`config.mk`:
```
export PLATFORM = sky130hd
export DESIGN_NAME = prefix_adder_pipe_flat
export DESIGN_NICKNAME = d
export VERILOG_FILES = /design/src/rtl/prefix_adder_pipe_if.sv /design/src/rtl/prefix_adder_pipe.sv /design/src/flat_wrapper.sv
export SDC_FILE = /design/constraint.sdc
export NUM_CORES = 1
export LEC_CHECK = 0
export CORE_ASPECT_RATIO = 0.8
export CORE_MARGIN = 4
export CORE_UTILIZATION = 50
export CTS_CLUSTER_SIZE = 24
export DETAILED_ROUTE_END_ITERATION = 8
export PLACE_DENSITY = 0.76
export SLEW_MARGIN = 10
export SYNTH_ARGS = -nofsm -noshare
export SYNTH_HDL_FRONTEND = slang
export SYNTH_SLANG_ARGS = --single-unit
```
`constraint.sdc`:
```
create_clock -name clk -period 3.3 [get_ports clk]
set_input_delay 0.495 -clock clk [delete_from_list [all_inputs] [get_ports clk]]
set_output_delay 0.495 -clock clk [all_outputs]
set_load 0.1 [all_outputs]
```
`src/rtl/prefix_adder_pipe_if.sv`:
```
// Operand/result handshake bundle for the pipelined prefix adder.
// The master side drives operands and consumes results; the slave is the adder.
interface prefix_adder_pipe_if;
  logic        in_valid;
  logic        in_ready;
  logic [31:0] a;
  logic [31:0] b;
  logic        cin;
  logic        sub;
  logic        out_valid;
  logic        out_ready;
  logic [31:0] sum;
  logic        cout;
  logic        ovf;
  logic        zero;

  modport master (
    output in_valid, a, b, cin, sub, out_ready,
    input  in_ready, out_valid, sum, cout, ovf, zero
  );

  modport slave (
    input  in_valid, a, b, cin, sub, out_ready,
    output in_ready, out_valid, sum, cout, ovf, zero
  );
endinterface

```
`src/rtl/prefix_adder_pipe.sv`:
```
// Pipelined 32-bit Kogge-Stone adder/subtractor with valid/ready on both sides.
// REG_MASK bit k inserts a pipeline register after the prefix level of span 1<<k.
module prefix_adder_pipe #(
  parameter logic [4:0] REG_MASK = 5'b00100,
  parameter int         WIDTH    = 32
) (
  input logic clk,
  input logic rst_n,
  prefix_adder_pipe_if.slave bus
);

  if (WIDTH != 32) begin : g_bad_width
    $error("prefix_adder_pipe: WIDTH must be 32");
  end

  typedef struct packed {
    logic [31:0] g;
    logic [31:0] p;
    logic [31:0] hp;
    logic        c0;
  } pfx_t;

  function automatic pfx_t combine(input pfx_t x, input int d);
    pfx_t        y;
    logic [31:0] low;
    low  = (32'h1 << d) - 32'h1;
    y    = x;
    y.g  = x.g | (x.p & (x.g << d));
    y.p  = x.p & ((x.p << d) | low);
    return y;
  endfunction

  logic [31:0] bb;
  logic        c0_in;
  pfx_t        gen;

  pfx_t        s0_q;
  logic        s0_v;
  pfx_t        lev_q  [1:5];
  logic        lev_v  [1:5];
  pfx_t        lvl_d  [1:5];
  logic        lvl_vd [1:5];
  logic        rdy    [0:5];
  logic        in_ready_int;

  logic [31:0] fin_g;
  logic [31:0] fin_hp;
  logic        fin_c0;
  logic        fin_v;

  logic [31:0] carry;
  logic [31:0] res_sum;
  logic        res_cout;
  logic        res_ovf;
  logic        res_zero;

  logic        out_valid_q;
  logic [31:0] sum_q;
  logic        cout_q;
  logic        ovf_q;
  logic        zero_q;

  // Bit 0 folds the carry-in into its generate so the prefix tree needs no extra input.
  always_comb begin
    bb       = bus.sub ? ~bus.b : bus.b;
    c0_in    = bus.sub | bus.cin;
    gen.hp   = bus.a ^ bb;
    gen.p    = bus.a ^ bb;
    gen.g    = bus.a & bb;
    gen.g[0] = (bus.a[0] & bb[0]) | (gen.p[0] & c0_in);
    gen.c0   = c0_in;
  end

  // Walk the five prefix levels, switching to the register copy wherever one is inserted.
  always_comb begin
    pfx_t cur;
    logic cv;
    cur = s0_q;
    cv  = s0_v;
    for (int k = 1; k <= 5; k++) begin
      cur       = combine(cur, 1 << (k - 1));
      lvl_d[k]  = cur;
      lvl_vd[k] = cv;
      if (REG_MASK[k-1]) begin
        cur = lev_q[k];
        cv  = lev_v[k];
      end
    end
    fin_g  = cur.g;
    fin_hp = cur.hp;
    fin_c0 = cur.c0;
    fin_v  = cv;
  end

  // rdy[k]: the next registered stage downstream of level k can take a beat.
  always_comb begin
    logic r;
    r      = ~out_valid_q | bus.out_ready;
    rdy[5] = r;
    for (int k = 4; k >= 0; k--) begin
      if (REG_MASK[k]) begin
        r = ~lev_v[k+1] | r;
      end
      rdy[k] = r;
    end
  end

  assign in_ready_int = ~s0_v | rdy[0];

  always_comb begin
    carry    = {fin_g[30:0], fin_c0};
    res_sum  = fin_hp ^ carry;
    res_cout = fin_g[31];
    res_ovf  = carry[31] ^ fin_g[31];
    res_zero = (res_sum == 32'h0);
  end

  always_ff @(posedge clk or negedge rst_n) begin
    if (!rst_n) begin
      s0_v <= 1'b0;
      s0_q <= '0;
    end else if (in_ready_int) begin
      s0_v <= bus.in_valid;
      if (bus.in_valid) begin
        s0_q <= gen;
      end
    end
  end

  always_ff @(posedge clk or negedge rst_n) begin
    if (!rst_n) begin
      for (int k = 1; k <= 5; k++) begin
        lev_v[k] <= 1'b0;
        lev_q[k] <= '0;
      end
    end else begin
      for (int k = 1; k <= 5; k++) begin
        if (REG_MASK[k-1] && rdy[k-1]) begin
          lev_v[k] <= lvl_vd[k];
          if (lvl_vd[k]) begin
            lev_q[k] <= lvl_d[k];
          end
        end
      end
    end
  end

  always_ff @(posedge clk or negedge rst_n) begin
    if (!rst_n) begin
      out_valid_q <= 1'b0;
      sum_q       <= 32'h0;
      cout_q      <= 1'b0;
      ovf_q       <= 1'b0;
      zero_q      <= 1'b0;
    end else if (rdy[5]) begin
      out_valid_q <= fin_v;
      if (fin_v) begin
        sum_q  <= res_sum;
        cout_q <= res_cout;
        ovf_q  <= res_ovf;
        zero_q <= res_zero;
      end
    end
  end

  assign bus.in_ready  = in_ready_int;
  assign bus.out_valid = out_valid_q;
  assign bus.sum       = sum_q;
  assign bus.cout      = cout_q;
  assign bus.ovf       = ovf_q;
  assign bus.zero      = zero_q;

endmodule

```
`src/flat_wrapper.sv`:
```
// flat-port wrapper written by rule: the top's interface ports become plain ports
module prefix_adder_pipe_flat 
#(
  parameter logic [4:0] REG_MASK = 5'b00100,
  parameter int         WIDTH    = 32
)
  (clk, rst_n, bus_in_valid, bus_a, bus_b, bus_cin, bus_sub, bus_out_ready, bus_in_ready, bus_out_valid, bus_sum, bus_cout, bus_ovf, bus_zero);
  prefix_adder_pipe_if bus_i ();
  input logic clk;
  input logic rst_n;
  input wire logic [$bits(bus_i.in_valid)-1:0] bus_in_valid;
  input wire logic [$bits(bus_i.a)-1:0] bus_a;
  input wire logic [$bits(bus_i.b)-1:0] bus_b;
  input wire logic [$bits(bus_i.cin)-1:0] bus_cin;
  input wire logic [$bits(bus_i.sub)-1:0] bus_sub;
  input wire logic [$bits(bus_i.out_ready)-1:0] bus_out_ready;
  output wire logic [$bits(bus_i.in_ready)-1:0] bus_in_ready;
  output wire logic [$bits(bus_i.out_valid)-1:0] bus_out_valid;
  output wire logic [$bits(bus_i.sum)-1:0] bus_sum;
  output wire logic [$bits(bus_i.cout)-1:0] bus_cout;
  output wire logic [$bits(bus_i.ovf)-1:0] bus_ovf;
  output wire logic [$bits(bus_i.zero)-1:0] bus_zero;
  assign bus_i.in_valid = bus_in_valid;
  assign bus_i.a = bus_a;
  assign bus_i.b = bus_b;
  assign bus_i.cin = bus_cin;
  assign bus_i.sub = bus_sub;
  assign bus_i.out_ready = bus_out_ready;
  assign bus_in_ready = bus_i.in_ready;
  assign bus_out_valid = bus_i.out_valid;
  assign bus_sum = bus_i.sum;
  assign bus_cout = bus_i.cout;
  assign bus_ovf = bus_i.ovf;
  assign bus_zero = bus_i.zero;
  prefix_adder_pipe #(.REG_MASK(REG_MASK), .WIDTH(WIDTH)) u_core (.clk(clk), .rst_n(rst_n), .bus(bus_i));
endmodule
```
==> flow_summary.yaml <==
status:
  status: "completed"
logic_synthesis:
  synth.most_common_cell: "dfrtp_1"
  synth_commonest_cells: "dfrtp_1 (192), mux2_2 (120), nand2_1 (83), o21ai_0 (52), xor2_1 (52)"
  ys_seq_elements: 192
  ys_seq_area_share_pct: 51.7
  synth_top_area_share_pct: 51.7
  synth_fp_nets: 911
  synth.area.top_cells: "dfrtp_1 (52%), mux2_2 (15%), xor2_1 (4.9%)"
  yosys.area_share.adder_pct: 4.31
  yosys.area_share.simple_pct: 6.85
  synthDistinctLibCells: 38
  synth_compound_area_share_pct: 12.9
  syn_inst: 809
  netlist_area_sq_mm: 0.00929
  synth_area_per_cell_sq_um: 11.5
  async_flop_share_pct: 100
  ys.flop_type: "dfrtp_1"
  synth_top_family_by_area: "multiplexers"
  muxShareOfSynthArea_pct: 14.7
  synth-xor-area-share_pct: 6.13
  yosys.area.top_type: "dfrtp_1"
  synth-edff-count: 0
  yosys_warnings: 0
timing:
  finalClockSkew_ns: 0.00861
  timing.setup.tns_ns: 0
  hold_viol: 0
  tightest_slew_ns: 0.978
  slew_violations: 0
  slew_headroom_pct: 34.6
  fin_crit_ns: 2.46
  fin_ws_ns: 0.836
  holdWs_ns: 0.0710
  setup_violations: 0
  clock.fmax_mhz: 406
  rsz0062_at_grt: "false"
  fin_crit_sh_pct: 74.7
clocking:
  cts_tree: "done"
  clk_pin_slew_ns: 0.06
  postCtsHoldBufs: 0
  htreeDepth: 4
  post_cts_buffers: 0
  insertion_delay_ns: 0.43
  cts_max_path_buffers: 2
  post_cts_resized: 0
  numCtsBuffers: 17
  clkSinkCount: 192
  clockRootBuffer: "clkbuf_16"
setup_path:
  rr_startpoint: "u_core.bus.out_valid"
  critPathTopFamily: "buffers and inverters"
  cp-startpoint: "u_core.bus.out_valid"
  critPathArrivalTime_ns: 1.97
  timing.critical_path.slowest_stage_cell: "clkdlybuf4s50_1"
  critical_path.max_fanout: 3
  path_class: "reg2out"
  critPathRequiredTime_ns: 2.80
  start_kind: "register"
  reg2reg_depth: 5
  endpoint_kind: "output port"
  worst-path-buf-inv: 1
  crit_chain: "clkdlybuf4s50_1"
  crit_cells: 1
  slowest_delay_ns: 1.15
global_routing:
  grt_max_degree: 83
  grt_util_all_layers_pct: 19.5
  overflow: 0
  grt_pass1_wl_um: 32300
  grt_pass1_vias: 6107
  antenna_found_initial: 0
routing:
  routed_via_density: 5.62
  dr_total_vias: 6363
  drc_errors: 0
  drt_iter0_drc: 472
  drt-pass1-iter-count: 5
  routed_wl_um: 19800
  ant_nets: 0
  post_drt_wl_per_cell_um: 17.5
cells_and_area:
  fin_util_pct: 60.9
  drive_gt1_share_pct: 20.2
  fillers: 1493
  antenna_cells: 0
  area_growth_pct: 19.1
  nets: 996
hold_path:
  hold_path_class: "in2async"
job:
  drv_cap: 0
place:
  io_buffers: 106
  dp_slack_ns: 0.885
  gp_congestion: 0.822
  dp_hpwl_um: 14800
power_and_ir_drop:
  p_leak_nw: 5.03
  powerDensity_mw_per_mm2: 868
  p_total_w: 0.00959
  vdd_drop_max_mv: 0.612
die:
  pin_count: 107
  die_area_sq_mm: 0.0208
  core_area_sq_mm: 0.0182
  rows: 44
  die_w_um: 160
  die_h_um: 130
  initial_core_util_pct: 51.1
## path summary, 6_finish.rpt
kind	endpoint	slack, ns
worst min-delay path	u_core.s0_q[88]	0.07
min in group clk	u_core.lev_q[288]	0.48
worst max-delay path	bus_out_valid	0.84
worst max register to register	u_core.fin_hp[31]	1.36
worst min register to register	u_core.lev_q[288]	0.48
max in group asynchronous	u_core.s0_q[74]	2.42
## layer usage
layer / part of all wire, % / vias up / track usage [%]
li1: - / 3033 / -
met1: 51 / 3112 / 30.8
met2: 40 / 211 / 27.2
met3: 7.7 / 7 / 4.99
met4: 0.63 / 0 / 3.84
met5: 0 / - / 0
## placed cells by master (no fill, tap or decap), types with 2 or more instances in the layout
master	n
buf_12	3
bufinv_16	2
nand2b_1	5
a21oi_1	44
nand4_1	28
a21oi_2	4
ha_1	32
nor4_1	3
xor2_1	52
o21bai_1	15
o31ai_1	20
xnor2_1	13
a31oi_1	2
clkbuf_16	17
o21ai_0	52
clkinv_2	4
dfrtp_1	192
nor2_1	8
nand2_1	81
o41ai_1	3
mux2_2	120
nand3_1	5
buf_4	20
clkdlybuf4s50_1	93
a21o_1	38
a21boi_0	3
inv_1	19
clkbuf_8	3
a21o_2	2
a211oi_1	3
## report_power, final
| group | leakage [nW] | internal (W) | switching, W |
|---|---|---|---|
| sequential | 2.36 | 0.00302 | 0.000644 |
| combinational | 2.39 | 0.00129 | 0.00265 |
| clock | 0.276 | 0.00115 | 0.000832 |
| total | 5.03 | 0.00547 | 0.00413 |
## cell type report
cell class	count	area, sq um	share of cell area [%]
well taps	230	288	2.60
multi-input cells	546	4180	37.8
clock inverters	7	87.6	0.792
clock buffers	21	470	4.25
repair buffers	118	1160	10.5
inverters	19	71.3	0.645
flip-flops and latches	192	4800	43.5
## sequential cells by signal, indices dropped and copies added, names as in the netlist
| register | count |
|---|---|
| u_core.s0_q | 64 |
| u_core.lev_q | 56 |
| u_core.bus.sum | 32 |
| u_core.fin_hp | 32 |
| u_core.bus.cout | 1 |
| u_core.bus.out_valid | 1 |
| u_core.bus.ovf | 1 |
| u_core.bus.zero | 1 |
| u_core.fin_c0 | 1 |
| u_core.fin_v | 1 |
| u_core.lvl_d | 1 |
| u_core.s0_v | 1 |
## through the flow
stage | area (sq um) | cells
2_1_floorplan | 9290 | 809
3_3_place_gp | 10500 | 1105
3_5_place_dp | 10500 | 1105
4_1_cts | 11100 | 1133
5_1_grt | 11100 | 1133
6_report | 11100 | 1133
## cell families after synthesis
kind of cell / count (synthesis)
xor gates and xnor gates: 65
adders and majority gates: 32
and+or+nand+nor: 138
buffers and inverters: 71
AOI/OAI and AO/OA: 190
muxes: 121
DFF: 192
(Power assumes the default switching activity.)
